[config.mk]
export PLATFORM = sky130hd
export DESIGN_NAME = phrase_recognizer_ctrl
export DESIGN_NICKNAME = d
export VERILOG_FILES = /design/src/rtl/phrase_ctrl_pkg.sv /design/src/rtl/phrase_rr_arbiter.sv /design/src/rtl/phrase_recognizer_ctrl.sv
export SDC_FILE = /design/constraint.sdc
export NUM_CORES = 1
export LEC_CHECK = 0
export CELL_PAD_IN_SITES_DETAIL_PLACEMENT = 0
export CELL_PAD_IN_SITES_GLOBAL_PLACEMENT = 1
export CORE_MARGIN = 3
export CORE_UTILIZATION = 36
export CTS_BUF_LIST = sky130_fd_sc_hd__clkbuf_4
export DETAILED_ROUTE_END_ITERATION = 8
export GPL_ROUTABILITY_DRIVEN = 0
export PLACE_DENSITY = 0.77
export SYNTH_ARGS = -nofsm -noshare
export SYNTH_HDL_FRONTEND = slang
export SYNTH_SLANG_ARGS = --single-unit
[constraint.sdc]
create_clock -name clk -period 2.1 [get_ports clk]
set_input_delay 0.42 -clock clk [delete_from_list [all_inputs] [get_ports clk]]
set_output_delay 0.42 -clock clk [all_outputs]
set_load 0.1 [all_outputs]
[src/rtl/phrase_ctrl_pkg.sv]
// Shared codes for the phrase recognizer controller: notes, tense types,
// result status and controller state encoding.
package phrase_ctrl_pkg;

  typedef enum logic [2:0] {
    NOTE_X = 3'b000,
    NOTE_C = 3'b001,
    NOTE_D = 3'b010,
    NOTE_E = 3'b011,
    NOTE_F = 3'b100,
    NOTE_G = 3'b101,
    NOTE_A = 3'b110,
    NOTE_B = 3'b111
  } note_e;

  typedef enum logic [1:0] {
    TYPE_NONE   = 2'b00,
    TYPE_PAST   = 2'b01,
    TYPE_INF    = 2'b10,
    TYPE_FUTURE = 2'b11
  } type_e;

  localparam logic [1:0] ST_ACCEPTED   = 2'b00;
  localparam logic [1:0] ST_REJECTED   = 2'b01;
  localparam logic [1:0] ST_INCOMPLETE = 2'b10;
  localparam logic [1:0] ST_TIMEOUT    = 2'b11;

  typedef enum logic [2:0] {
    S_IDLE   = 3'd0,
    S_CLEAR  = 3'd1,
    S_FEED   = 3'd2,
    S_ISSUE  = 3'd3,
    S_CHECK  = 3'd4,
    S_DRAIN  = 3'd5,
    S_RESULT = 3'd6
  } state_e;

  localparam logic [3:0] CNT_SAT = 4'd15;

  function automatic logic [1:0] src_onehot(input logic id);
    return id ? 2'b10 : 2'b01;
  endfunction

endpackage

[src/rtl/phrase_rr_arbiter.sv]
// Two-way round-robin grant for the phrase controller; the served source is
// recorded when the controller reports a result.
module phrase_rr_arbiter
  import phrase_ctrl_pkg::*;
(
  input  logic       clk,
  input  logic       reset,
  input  logic [1:0] i_req,
  input  logic       i_update,
  input  logic       i_served,
  output logic       o_grant
);

  logic r_last_served;

  // Last served source; reset value makes source 0 win the first tie.
  always_ff @(posedge clk) begin
    if (reset) begin
      r_last_served <= 1'b1;
    end else if (i_update) begin
      r_last_served <= i_served;
    end else begin
      r_last_served <= r_last_served;
    end
  end

  // Lone requester wins; on a tie the source not served last wins.
  always_comb begin
    o_grant = 1'b0;
    if (i_req == 2'b11) begin
      o_grant = ~r_last_served;
    end else if (i_req[1]) begin
      o_grant = 1'b1;
    end else begin
      o_grant = 1'b0;
    end
  end

endmodule

[src/rtl/phrase_recognizer_ctrl.sv]
// Shares one note-phrase recognizer between two note sources, one phrase at a
// time. Optional idle abort is enabled by defining PHRASE_TIMEOUT_EN.
module phrase_recognizer_ctrl
  import phrase_ctrl_pkg::*;
#(
  parameter int MAX_NOTES      = 8,
  parameter int TIMEOUT_CYCLES = 1000
) (
  input  logic       clk,
  input  logic       reset,
  input  logic [1:0] i_req_valid,
  input  logic [1:0] i_req_tone,
  input  logic [5:0] i_req_note,
  input  logic [1:0] i_req_last,
  output logic [1:0] o_req_ready,
  output logic       o_rec_reset,
  output logic       o_rec_ok,
  output logic       o_rec_tone,
  output logic [2:0] o_rec_note,
  input  logic       i_rec_finish,
  input  logic [1:0] i_rec_type,
  output logic       o_res_valid,
  output logic       o_res_id,
  output logic [1:0] o_res_status,
  output logic [1:0] o_res_type,
  output logic [3:0] o_res_count
);

  state_e     r_state;
  logic       r_grant;
  logic       r_clear;
  logic [1:0] r_ready;
  logic       r_rec_ok;
  logic       r_rec_tone;
  logic [2:0] r_rec_note;
  logic       r_last;
  logic [3:0] r_count;
  logic       r_res_valid;
  logic [1:0] r_res_status;
  logic [1:0] r_res_type;

  logic       w_arb_grant;
  logic       w_sel_valid;
  logic       w_sel_tone;
  logic       w_sel_last;
  logic [2:0] w_sel_note;
  logic       w_timeout;

  assign w_sel_valid = i_req_valid[r_grant];
  assign w_sel_tone  = i_req_tone[r_grant];
  assign w_sel_last  = i_req_last[r_grant];
  assign w_sel_note  = r_grant ? i_req_note[5:3] : i_req_note[2:0];

  phrase_rr_arbiter u_arb (
    .clk      (clk),
    .reset    (reset),
    .i_req    (i_req_valid),
    .i_update (r_state == S_RESULT),
    .i_served (r_grant),
    .o_grant  (w_arb_grant)
  );

`ifdef PHRASE_TIMEOUT_EN
  logic [15:0] r_idle;

  // Idle cycles of the granted source while the controller is waiting on it.
  always_ff @(posedge clk) begin
    if (reset || (r_state == S_CLEAR) || w_sel_valid) begin
      r_idle <= 16'd0;
    end else if ((r_state == S_FEED) || (r_state == S_DRAIN)) begin
      r_idle <= r_idle + 16'd1;
    end else begin
      r_idle <= r_idle;
    end
  end

  assign w_timeout = ((r_state == S_FEED) || (r_state == S_DRAIN)) && !w_sel_valid &&
                     (r_idle == 16'(TIMEOUT_CYCLES - 1));
`else
  logic w_unused_timeout;
  assign w_unused_timeout = ^TIMEOUT_CYCLES;
  assign w_timeout        = 1'b0;
`endif

  // Phrase sequencing FSM; every output is a register set on the transition.
  always_ff @(posedge clk) begin
    if (reset) begin
      r_state      <= S_IDLE;
      r_grant      <= 1'b0;
      r_clear      <= 1'b0;
      r_ready      <= 2'b00;
      r_rec_ok     <= 1'b0;
      r_rec_tone   <= 1'b0;
      r_rec_note   <= 3'b000;
      r_last       <= 1'b0;
      r_count      <= 4'd0;
      r_res_valid  <= 1'b0;
      r_res_status <= ST_ACCEPTED;
      r_res_type   <= TYPE_NONE;
    end else begin
      case (r_state)
        S_IDLE: begin
          if (|i_req_valid) begin
            r_grant <= w_arb_grant;
            r_clear <= 1'b1;
            r_state <= S_CLEAR;
          end else begin
            r_state <= S_IDLE;
          end
        end
        S_CLEAR: begin
          r_clear      <= 1'b0;
          r_count      <= 4'd0;
          r_res_status <= ST_ACCEPTED;
          r_res_type   <= TYPE_NONE;
          r_ready      <= src_onehot(r_grant);
          r_state      <= S_FEED;
        end
        S_FEED: begin
          if (w_timeout) begin
            r_res_status <= ST_TIMEOUT;
            r_res_type   <= TYPE_NONE;
            r_ready      <= 2'b00;
            r_res_valid  <= 1'b1;
            r_state      <= S_RESULT;
          end else if (w_sel_valid) begin
            r_ready    <= 2'b00;
            r_rec_ok   <= 1'b1;
            r_rec_tone <= w_sel_tone;
            r_rec_note <= w_sel_note;
            r_last     <= w_sel_last;
            r_state    <= S_ISSUE;
          end else begin
            r_state <= S_FEED;
          end
        end
        S_ISSUE: begin
          r_rec_ok   <= 1'b0;
          r_rec_tone <= 1'b0;
          r_rec_note <= 3'b000;
          r_count    <= (r_count == CNT_SAT) ? r_count : r_count + 4'd1;
          r_state    <= S_CHECK;
        end
        // Recognizer outputs now reflect the note strobed in ISSUE.
        S_CHECK: begin
          if (i_rec_finish) begin
            r_res_status <= (i_rec_type != TYPE_NONE) ? ST_ACCEPTED : ST_REJECTED;
            r_res_type   <= i_rec_type;
            if (r_last) begin
              r_res_valid <= 1'b1;
              r_state     <= S_RESULT;
            end else begin
              r_ready <= src_onehot(r_grant);
              r_state <= S_DRAIN;
            end
          end else if (r_last) begin
            r_res_status <= ST_INCOMPLETE;
            r_res_valid  <= 1'b1;
            r_state      <= S_RESULT;
          end else if (r_count == 4'(MAX_NOTES)) begin
            r_res_status <= ST_INCOMPLETE;
            r_ready      <= src_onehot(r_grant);
            r_state      <= S_DRAIN;
          end else begin
            r_ready <= src_onehot(r_grant);
            r_state <= S_FEED;
          end
        end
        S_DRAIN: begin
          if (w_timeout) begin
            r_res_status <= ST_TIMEOUT;
            r_res_type   <= TYPE_NONE;
            r_ready      <= 2'b00;
            r_res_valid  <= 1'b1;
            r_state      <= S_RESULT;
          end else if (w_sel_valid && w_sel_last) begin
            r_ready     <= 2'b00;
            r_res_valid <= 1'b1;
            r_state     <= S_RESULT;
          end else begin
            r_state <= S_DRAIN;
          end
        end
        S_RESULT: begin
          r_res_valid <= 1'b0;
          r_state     <= S_IDLE;
        end
        default: begin
          r_clear     <= 1'b0;
          r_ready     <= 2'b00;
          r_rec_ok    <= 1'b0;
          r_res_valid <= 1'b0;
          r_state     <= S_IDLE;
        end
      endcase
    end
  end

  assign o_req_ready  = r_ready;
  assign o_rec_reset  = reset | r_clear;
  assign o_rec_ok     = r_rec_ok;
  assign o_rec_tone   = r_rec_tone;
  assign o_rec_note   = r_rec_note;
  assign o_res_valid  = r_res_valid;
  assign o_res_id     = r_grant;
  assign o_res_status = r_res_status;
  assign o_res_type   = r_res_type;
  assign o_res_count  = r_count;

endmodule

==> results.md <==
- Post-synth ARST share: 0%
- Post_cts resized: 0
- Worst-path maximum fanout: 2
- Global-route wire length before repair: 5330 um
- Layout cells sized above 1: 22.6%
- Post-CTS Setup Inserts: 0
- Mean post-synth cell area: 8.31 sq um
- Rows: 21
- Unrepaired setup endpoints after global routing: no
- Hold buffers post-CTS: 0
- Top cell type's share of synthesized area: 35.5%
- Area leader, netlist: dfxtp_1
- Synth Net Count: 175
- Worst min path class: flip-flop to flip-flop
- H-tree depth: 1
- Vias per cell: 5.33
- Flops & latches, synth: 23
- Worst-skew pair later-pin latency: 320 ps
- Setup violators final: 0
- Status: finished, final reports clean
- Die Span X: 66.0 um
- Number of global-route vias before repair: 1,191
- Max Slew Vio Count: 0
- Post-Layout Cell Count: 236
- LEAKAGE: 0.671 nW
- Initial core utilization: 38.2%
- Reg2reg end: o_req_ready[0]
- DRC violations left: 0
- Hold Fails Final Rpt: 0
- Fin Setup TNS: 0 ps
- Yosys cell types: 45
- Iter 0 DRT Violations: 113
- Worst-case reg-to-reg path depth: 4
- Pin count of the biggest net entering global routing: 28
- Crit path time final: 1840 ps
- VDD IR max: 0.201 mV
- Gr usage total: 15.7%
- Fin util: 50.6%
- R2r startpoint: r_state[2]
- Die ar.: 4360 sq um
- Routed Antenna Nets: 0
- Reg-to-reg slack, setup: 300 ps
- Most frequent cell after synthesis: dfxtp_1
- Core box area: 3390 sq um
- Via count: 1,258
- Antenna violations before repair: 0
- Max clock buf depth: 2
- Post-synth EDFFs: 0
- Area Overhead vs Synth: 32.2%
- Top cells by area, synth: dfxtp_1 36%, a21oi_1 6.2%, nor2_1 4.3%
- Antenna Cells: 0
- Period utilization: 87.8%
- Warnings, synthesis: 0
- CP endpoint kind: primary output
- Critical Path Source: reset
- Top cells by count, synth: 23 x dfxtp_1, 16 x a21oi_1, 15 x nor2_1, 14 x nand2_1, 9 x nand3_1
- Worst Hold End: r_clear
- HPWL Detailed: 2390 um
- CTS Sinks: 23
- Routed length per placed instance: 13.8 um
- Crit path kind: primary input to primary output
- Synth Instances: 156
- CTS tree: built
- Hold_sp: r_clear
- I/O pin cnt: 35
- Final WL: 3260 um
- CTS buffer count: 3
- Critical path required time: 1680 ps
- Actual slew at the worst max-slew pin: 702 ps
- Max cap viols: 0
- FMAX: 0.542 GHz
- PD cells: 618 nW/um^2
- CP Launch Type: primary input
- Port buffer count: 34
- Design Power: 1.06 mW
- Chip height: 66.0 um
- TritonRoute pass-1 iters: 5
- Sequential area share after synthesis: 35.5%
- Placed insts: 232
- Post-route clock skew: 3.09 ps
- Clk root buf: clkbuf_4
- Clock transition at path regs: 130 ps
- Post-Syn Area: 1300 sq um
- Synth Flop Type: dfxtp_1
- Arr. time, crit path: 1420 ps
- Worst relative slew slack: 53.1%
- Nets: 210
- Grt total ovfl: 0
- WHS Path Cells: 2
[sequential cells by signal, indices dropped and copies added (netlist names)]
register	count
r_state	3
u_arb.r_last_served	1
o_rec_ok	1
r_clear	1
o_rec_note	3
o_res_id	1
o_rec_tone	1
o_res_status	2
o_res_valid	1
o_res_type	2
o_res_count	4
o_req_ready	2
r_last	1
[cells by family (layout without fill, tap and decap cells)]
kind of cell,Yosys count,count (layout),synth area share [%]
compound gates,43,43,22.5
fa+ha+maj,2,2,1.93
buf+inv,13,47,4.92
flops,23,23,35.5
mux,10,10,8.78
simple gates,65,65,26.4
[metal layers]
layer | vias up | global-route usage, % | wire, um
met3 | 7 | 3.06 | 215
met2 | 40 | 25.9 | 1510
met1 | 575 | 20.0 | 1500
met4 | 0 | 6.09 | 41
met5 | - | 0 | 0
li1 | 636 | - | -
[power breakdown]
| part | leakage (nW) | switching, mW | internal (mW) |
|---|---|---|---|
| Sequential | 0.188 | 0.0379 | 0.458 |
| Clock | 0.0177 | 0.143 | 0.0714 |
| Combinational | 0.466 | 0.205 | 0.145 |
| Total | 0.671 | 0.386 | 0.674 |
[cell type report]
type,count,area [sq um]
clock buffer,3,22.5
clock inverter,1,5.00
fill,333,1680
inverter,2,7.51
multi-input combinational,120,772
sequential,23,464
tap,46,57.6
timing repair buffer,41,385
[cell usage in the layout, fill, tap and decap left out, drive strengths merged, types with 2 or more instances in the layout]
cell / n
a211oi: 5
a21oi: 16
a31oi: 2
and3: 3
buf: 25
clkbuf: 3
clkdlybuf4s50: 16
dfxtp: 23
ha: 2
inv: 2
mux2: 5
mux2i: 5
nand2: 14
nand2b: 5
nand3: 9
nand3b: 3
nor2: 15
nor2b: 4
nor3: 6
o21ai: 3
o31a: 2
o31ai: 2
or2: 2
[critical path, stage by stage]
cell and delay (ps):
clkdlybuf4s50_1 480, or2_2 340, buf_12 180
[worst max-delay path by stage]
stage | to
floorplan | o_res_status[0]
global placement | o_req_ready[0]
detailed placement | o_req_ready[0]
CTS | o_rec_reset
global route | o_req_ready[0]
finish | o_rec_reset
[metrics by stage]
| step | instance area [sq um] | hold WS (ps) | worst slack, ps |
|---|---|---|---|
| 4_1_cts | 1710 | 482 | 251 |
| 5_1_grt | 1710 | 507 | 174 |
| 3_3_place_gp | 1690 | 454 | 101 |
| 3_5_place_dp | 1690 | 463 | 69.4 |
| 6_report | 1710 | 479 | 256 |
| 2_1_floorplan | 1300 | 445 | 190 |
No activity file was read; power rests on OpenSTA's default activity.
